[src/rtl/calculator_pkg.sv]
// Shared command and dispatcher-state types for the calculator command scheduler.
// The switch field is sized for the widest supported SW input; narrower builds leave the upper bits zero.
package calculator_pkg;

    localparam int CMD_SW_BITS = 32;

    typedef struct packed {
        logic [4:0]             buttons;
        logic [CMD_SW_BITS-1:0] sw;
    } cmd_t;

    typedef enum logic [1:0] {
        IDLE  = 2'd0,
        ISSUE = 2'd1,
        WAIT  = 2'd2
    } sched_state_t;

    function automatic logic [4:0] lowest_onehot(input logic [4:0] b);
        return b & (~b + 5'd1);
    endfunction

endpackage

[src/rtl/calc_cmd_fifo.sv]
// Synchronous show-ahead command queue: head visible combinationally, write lands one cycle later.
// A write while full is accepted only if a read happens in the same cycle; otherwise it is ignored.
module calc_cmd_fifo #(
    parameter int DEPTH = 4,
    parameter int W     = 8
) (
    input  logic                     clk,
    input  logic                     rst_n,
    input  logic                     wr_vld_i,
    input  logic [W-1:0]             wr_dat_i,
    input  logic                     rd_rdy_i,
    output logic [W-1:0]             rd_dat_o,
    output logic                     full_o,
    output logic                     empty_o,
    output logic [$clog2(DEPTH):0]   count_o
);
    localparam int AW = $clog2(DEPTH);
    localparam int CW = AW + 1;
    localparam logic [CW-1:0] FULL_CNT = CW'(DEPTH);

    logic [W-1:0]  mem_q [DEPTH];
    logic [AW-1:0] wr_ptr_q;
    logic [AW-1:0] rd_ptr_q;
    logic [CW-1:0] count_q;
    logic          do_wr;
    logic          do_rd;

    assign full_o   = (count_q == FULL_CNT);
    assign empty_o  = (count_q == '0);
    assign count_o  = count_q;
    assign rd_dat_o = mem_q[rd_ptr_q];
    assign do_rd    = rd_rdy_i && !empty_o;
    assign do_wr    = wr_vld_i && (!full_o || do_rd);

    always_ff @(posedge clk) begin
        if (do_wr) begin
            mem_q[wr_ptr_q] <= wr_dat_i;
        end
    end

    // Power-of-two depth lets the pointers wrap by natural overflow.
    always_ff @(posedge clk or negedge rst_n) begin
        if (!rst_n) begin
            wr_ptr_q <= '0;
            rd_ptr_q <= '0;
            count_q  <= '0;
        end else begin
            if (do_wr) begin
                wr_ptr_q <= wr_ptr_q + AW'(1);
            end
            if (do_rd) begin
                rd_ptr_q <= rd_ptr_q + AW'(1);
            end
            case ({do_wr, do_rd})
                2'b10:   count_q <= count_q + CW'(1);
                2'b01:   count_q <= count_q - CW'(1);
                default: count_q <= count_q;
            endcase
        end
    end

endmodule

[src/rtl/calc_cmd_scheduler.sv]
// Debounces push buttons into a command queue and issues one command per start strobe; start follows a push by 2 cycles.
// Commands wait while busy is high; a push into a full queue is dropped with an overflow pulse. CALC_AUTOREPEAT_EN adds held-press repeat.
module calc_cmd_scheduler
    import calculator_pkg::*;
#(
    parameter int DEBOUNCE_CYCLES = 256,
    parameter int FIFO_DEPTH      = 4,
    parameter int SW_BITS         = 16
) (
    input  logic                          clk,
    input  logic                          CPU_RESETN,
    input  logic [4:0]                    buttons,
    input  logic [SW_BITS-1:0]            SW,
    input  logic                          busy,
    output logic                          start,
    output logic [4:0]                    button_cmd,
    output logic [SW_BITS-1:0]            switch_cmd,
    output logic                          overflow,
    output logic [$clog2(FIFO_DEPTH):0]   pending
);
    localparam int DB_W = $clog2(DEBOUNCE_CYCLES + 1);
    localparam logic [DB_W-1:0] DB_MAX = DB_W'(DEBOUNCE_CYCLES - 1);

    logic [4:0]      sync1_q;
    logic [4:0]      sync2_q;
    logic [4:0]      last_q;
    logic [DB_W-1:0] db_cnt_q;
    logic [DB_W-1:0] db_cnt_d;
    logic            armed_q;
    logic            armed_d;
    logic            stable;
    logic            first_push;
    logic            push;
    logic            pop;
    cmd_t            push_cmd;
    cmd_t            fifo_head;
    logic            fifo_full;
    logic            fifo_empty;

    sched_state_t       state_q;
    logic               start_q;
    logic [4:0]         button_cmd_q;
    logic [SW_BITS-1:0] switch_cmd_q;

    assign stable     = (sync2_q != '0) && (sync2_q == last_q);
    assign first_push = stable && armed_q && (db_cnt_q == DB_MAX);

    // Once a press has pushed, it must go back to all-zero before another one can.
    always_comb begin
        db_cnt_d = db_cnt_q;
        armed_d  = armed_q;
        if (!stable) begin
            db_cnt_d = '0;
        end else if (db_cnt_q != DB_MAX) begin
            db_cnt_d = db_cnt_q + DB_W'(1);
        end
        if (sync2_q == '0) begin
            armed_d = 1'b1;
        end else if (first_push) begin
            armed_d = 1'b0;
        end
    end

    always_ff @(posedge clk or negedge CPU_RESETN) begin
        if (!CPU_RESETN) begin
            sync1_q  <= '0;
            sync2_q  <= '0;
            last_q   <= '0;
            db_cnt_q <= '0;
            armed_q  <= 1'b1;
        end else begin
            sync1_q  <= buttons;
            sync2_q  <= sync1_q;
            last_q   <= sync2_q;
            db_cnt_q <= db_cnt_d;
            armed_q  <= armed_d;
        end
    end

`ifdef CALC_AUTOREPEAT_EN
    localparam int REP_FIRST = 16 * DEBOUNCE_CYCLES;
    localparam int REP_NEXT  = 4 * DEBOUNCE_CYCLES;
    localparam int RP_W      = $clog2(REP_FIRST + 1);
    localparam logic [RP_W-1:0] REP_FIRST_M1 = RP_W'(REP_FIRST - 1);
    localparam logic [RP_W-1:0] REP_NEXT_M1  = RP_W'(REP_NEXT - 1);

    logic [RP_W-1:0] rep_cnt_q;
    logic [RP_W-1:0] rep_cnt_d;
    logic            rep_next_q;
    logic            rep_next_d;
    logic            rep_push;

    // Repeat timer runs only after the first push of a still-held press.
    always_comb begin
        rep_push   = stable && !armed_q &&
                     (rep_cnt_q == (rep_next_q ? REP_NEXT_M1 : REP_FIRST_M1));
        rep_cnt_d  = rep_cnt_q + RP_W'(1);
        rep_next_d = rep_next_q;
        if (!stable || armed_q) begin
            rep_cnt_d  = '0;
            rep_next_d = 1'b0;
        end else if (rep_push) begin
            rep_cnt_d  = '0;
            rep_next_d = 1'b1;
        end
    end

    always_ff @(posedge clk or negedge CPU_RESETN) begin
        if (!CPU_RESETN) begin
            rep_cnt_q  <= '0;
            rep_next_q <= 1'b0;
        end else begin
            rep_cnt_q  <= rep_cnt_d;
            rep_next_q <= rep_next_d;
        end
    end

    assign push = first_push || rep_push;
`else
    assign push = first_push;
`endif

    assign push_cmd.buttons = lowest_onehot(sync2_q);
    assign push_cmd.sw      = CMD_SW_BITS'(SW);
    assign pop              = (state_q == ISSUE);
    assign overflow         = push && fifo_full && !pop;

    calc_cmd_fifo #(
        .DEPTH (FIFO_DEPTH),
        .W     ($bits(cmd_t))
    ) u_fifo (
        .clk      (clk),
        .rst_n    (CPU_RESETN),
        .wr_vld_i (push),
        .wr_dat_i (push_cmd),
        .rd_rdy_i (pop),
        .rd_dat_o (fifo_head),
        .full_o   (fifo_full),
        .empty_o  (fifo_empty),
        .count_o  (pending)
    );

    always_ff @(posedge clk or negedge CPU_RESETN) begin
        if (!CPU_RESETN) begin
            state_q      <= IDLE;
            start_q      <= 1'b0;
            button_cmd_q <= '0;
            switch_cmd_q <= '0;
        end else begin
            start_q      <= 1'b0;
            button_cmd_q <= '0;
            switch_cmd_q <= '0;
            case (state_q)
                IDLE: begin
                    if (!fifo_empty && !busy) begin
                        state_q      <= ISSUE;
                        start_q      <= 1'b1;
                        button_cmd_q <= fifo_head.buttons;
                        switch_cmd_q <= SW_BITS'(fifo_head.sw);
                    end
                end
                ISSUE: state_q <= WAIT;
                WAIT: begin
                    if (!busy) begin
                        state_q <= IDLE;
                    end
                end
                default: state_q <= IDLE;
            endcase
        end
    end

    assign start      = start_q;
    assign button_cmd = button_cmd_q;
    assign switch_cmd = switch_cmd_q;

endmodule

[config.mk]
export PLATFORM = sky130hd
export DESIGN_NAME = calc_cmd_scheduler
export DESIGN_NICKNAME = d
export VERILOG_FILES = /design/src/rtl/calculator_pkg.sv /design/src/rtl/calc_cmd_fifo.sv /design/src/rtl/calc_cmd_scheduler.sv
export SDC_FILE = /design/constraint.sdc
export NUM_CORES = 1
export LEC_CHECK = 0
export CORE_MARGIN = 2
export CORE_UTILIZATION = 55
export CTS_CLUSTER_SIZE = 24
export DETAILED_ROUTE_END_ITERATION = 6
export GPL_ROUTABILITY_DRIVEN = 1
export PLACE_DENSITY = 0.81
export SKIP_LAST_GASP = 1
export SLEW_MARGIN = 20
export SYNTH_ARGS = -nofsm -noshare
export SYNTH_HDL_FRONTEND = slang
export SYNTH_SLANG_ARGS = --single-unit
[constraint.sdc]
create_clock -name clk -period 6.3 [get_ports clk]
set_clock_uncertainty 0.05 [all_clocks]
set_input_delay 1.26 -clock clk [delete_from_list [all_inputs] [get_ports clk]]
set_output_delay 1.26 -clock clk [all_outputs]
set_load 0.02 [all_outputs]
==> impl_metrics.json <==
{
  "status": "finished, final reports clean",
  "setup_tns_ns": 0,
  "async_flop_share_pct": 40.00,
  "synth_area_mm2": 0.005211,
  "synth.distinct_cells": 36,
  "synth_top_area_share_pct": 48.40,
  "clock_path_buffers": 2,
  "cts_num_sinks": 140,
  "route.detailed.drc": 0,
  "ys_seq_area_share_pct": 75.32,
  "met1Wirelength_um": 3858,
  "pwr-share-clk_pct": 46.8,
  "switchingPower_w": 0.0003940,
  "cts_made_buffers": 17,
  "track_usage_pct": 18.06,
  "areaGrowthSynthToFinish_pct": 22.69,
  "synth-edff-count": 84,
  "stdcell_area_mm2": 0.006394,
  "ys_top_cells_by_count": "84 x edfxtp_1, 55 x dfrtp_1, 22 x and2_1, 21 x mux4_2, 20 x nor2_1",
  "power_leakage_nw": 2.372,
  "ctsHoldBuffers": 0,
  "finalHoldViolCount": 0,
  "ys_top_cells_by_area": "edfxtp_1 48%, dfrtp_1 26%, mux4_2 9.1%",
  "post_cts.repair.setup_buffers": 0,
  "slew_headroom_pct": 29.38,
  "synth_ff_type": "edfxtp_1",
  "wl_per_cell_um": 18.17,
  "die_h_um": 101.3,
  "crit_type": "reg2out",
  "fmax_mhz": 241.2,
  "core_mm2": 0.009196,
  "highest_layer": "met4",
  "synthCells": 281,
  "synth_top_cell_by_area": "edfxtp_1",
  "drv_cap": 0,
  "cts_root_buf": "clkbuf_8",
  "cts.clk_slew.worst_paths_ns": 0.06,
  "slew_viol_final": 0,
  "syn-num-nets": 313,
  "wl_met2_um": 4283,
  "rows": 35,
  "yosysMostFrequentCell": "edfxtp_1",
  "place_area_mm2": 0.005824,
  "p_comb_share_pct": 1.8,
  "setup_violations": 0,
  "drt-total-wl_um": 8505,
  "nets": 376,
  "gp_congestion": 0.7227,
  "internal_power_w": 0.001518,
  "worstMarginPinSlew_ns": 1.059,
  "num_antenna_cells": 0,
  "h-tree-depth": 4,
  "dr.pass1.iters": 4,
  "vdd_ir_drop_max_v": 0.0001950,
  "place_ws_ns": 2.696,
  "yosys_warnings": 0,
  "hold_class": "reg2reg",
  "powerDensity_mw_per_mm2": 299.0,
  "grt_max_degree": 57,
  "grt_pass1_wl_um": 13480,
  "period_needed_ns": 4.145,
  "startpoint_type": "flip-flop",
  "post_drt_via_cell_ratio": 5.376,
  "insertion_delay_ns": 0.52,
  "die_w_um": 101.3,
  "antenna_found_initial": 0,
  "vias": 2516,
  "cts_tree": "built",
  "switching_share_pct": 20.61,
  "arrival_ns": 2.84,
  "initial_utilization_pct": 56.67,
  "pwr-share-seq_pct": 51.4,
  "synth-seq-cells": 140,
  "fp.dieArea_mm2": 0.01027,
  "drt-initial-drc-count": 155,
  "crit_fanout": 10,
  "drtAntennaViolNets": 0,
  "endpoint_kind": "primary output",
  "grt_pass1_vias": 2679,
  "cp.required_ns": 4.99,
  "grt-ovfl-total": 0,
  "fin_crit_sh_pct": 65.80,
  "hold_ws_ns": 0.2969,
  "wl_met3_um": 274,
  "r2r_slack_ns": 3.41,
  "cts_resized": 0,
  "utilization_pct": 69.52,
  "rsz0062_at_grt": "no",
  "syn_avg_cell_area_um2": 18.55,
  "io_pins": 50,
  "setup_ws_ns": 2.155,
  "place_hpwl_um": 4764,
  "drive_gt1_share_pct": 18.49,
  "port_buffers": 49
}
power groups by stage:
stage / combinational [W] / clock (W) / sequential, W
2_1_floorplan: 0.00000767 / 0 / 0.00100
3_3_place_gp: 0.0000334 / 0 / 0.00100
3_5_place_dp: 0.0000347 / 0 / 0.00100
4_1_cts: 0.0000351 / 0.000905 / 0.000983
5_1_grt: 0.0000377 / 0.000949 / 0.000983
6_report: 0.0000343 / 0.000895 / 0.000983
worst paths after layout:
| path | start | endpoint | depth (start not counted) |
|---|---|---|---|
| max in group asynchronous | CPU_RESETN | switch_cmd[12]$_DFF_PN0_ | 2 |
| min in group asynchronous | CPU_RESETN | sync1_q[2]$_DFF_PN0_ | 2 |
| worst min register to register | sync1_q[3]$_DFF_PN0_ | sync2_q[3]$_DFF_PN0_ | 0 |
| worst max register to register | db_cnt_q[0]$_DFFE_PN0P_ | u_fifo.count_o[2]$_DFFE_PN0P_ | 13 |
| worst max-delay path | sync2_q[0]$_DFF_PN0_ | overflow | 5 |
| worst min-delay path | sync1_q[3]$_DFF_PN0_ | sync2_q[3]$_DFF_PN0_ | 0 |
cell families (layout without fill, tap and decap cells):
kind of cell | after synthesis | in the layout | share of synthesized area [%]
AO/OA/AOI/OAI | 3 | 3 | 0.4801
XOR/XNOR | 18 | 18 | 3.025
adder cells (fa/ha/maj) | 8 | 8 | 2.065
buffers and inverters | 17 | 93 | 1.345
flip-flops | 140 | 140 | 75.32
multiplexers | 24 | 24 | 9.748
AND/OR/NAND/NOR | 71 | 71 | 8.019
per-stage QoR:
stage	instances	power, W
finish	468	0.001912
CTS	467	0.001923
global placement	435	0.001034
detailed placement	435	0.001036
global route	468	0.001970
floorplan	281	0.001008
sequential cells by signal (all words and copies together), names as in the netlist:
signal           count
armed_q              1
last_q               5
state_q              2
sync2_q              5
start                1
u_fifo.mem_q        84
u_fifo.rd_ptr_q      2
db_cnt_q             9
u_fifo.count_o       3
button_cmd           5
sync1_q              5
u_fifo.wr_ptr_q      2
switch_cmd          16
critical path: stages (launching register included):
cell and delay (ns):
dfrtp_1 0.47, or4_4 0.59, o2111ai_2 0.28, or2_1 0.35, nor4_1 0.08, clkdlybuf4s50_1 0.54
routing by layer:
layer / vias up / global-route usage [%]
met5: - / 0
met4: 0 / 6.861
met3: 12 / 5.038
met2: 56 / 28.27
met1: 1287 / 24.61
li1: 1161 / -
placed cells by master (no fill, tap or decap), drive strengths merged, types with 2 or more instances in the layout:
| master | n |
|---|---|
| a21oi | 2 |
| mux2i | 2 |
| nor4 | 4 |
| nand4b | 2 |
| ha | 7 |
| dfrtp | 55 |
| xnor2 | 12 |
| buf | 5 |
| clkbuf | 18 |
| clkinv | 6 |
| edfxtp | 84 |
| inv | 10 |
| nor4b | 2 |
| nor2 | 20 |
| clkinvlp | 5 |
| mux4 | 21 |
| nand2 | 6 |
| xor2 | 6 |
| nor2b | 2 |
| and2 | 25 |
| clkdlybuf4s50 | 48 |
layout make-up:
class | count | area [µm²]
sequential | 140 | 3925
multi-input combinational | 124 | 1222
inverter | 8 | 30.03
clock inverter | 14 | 123.9
fill | 580 | 2803
timing repair buffer | 53 | 535.5
tap | 111 | 138.9
clock buffer | 18 | 417.9
No activity file was read; power rests on OpenSTA's default activity.
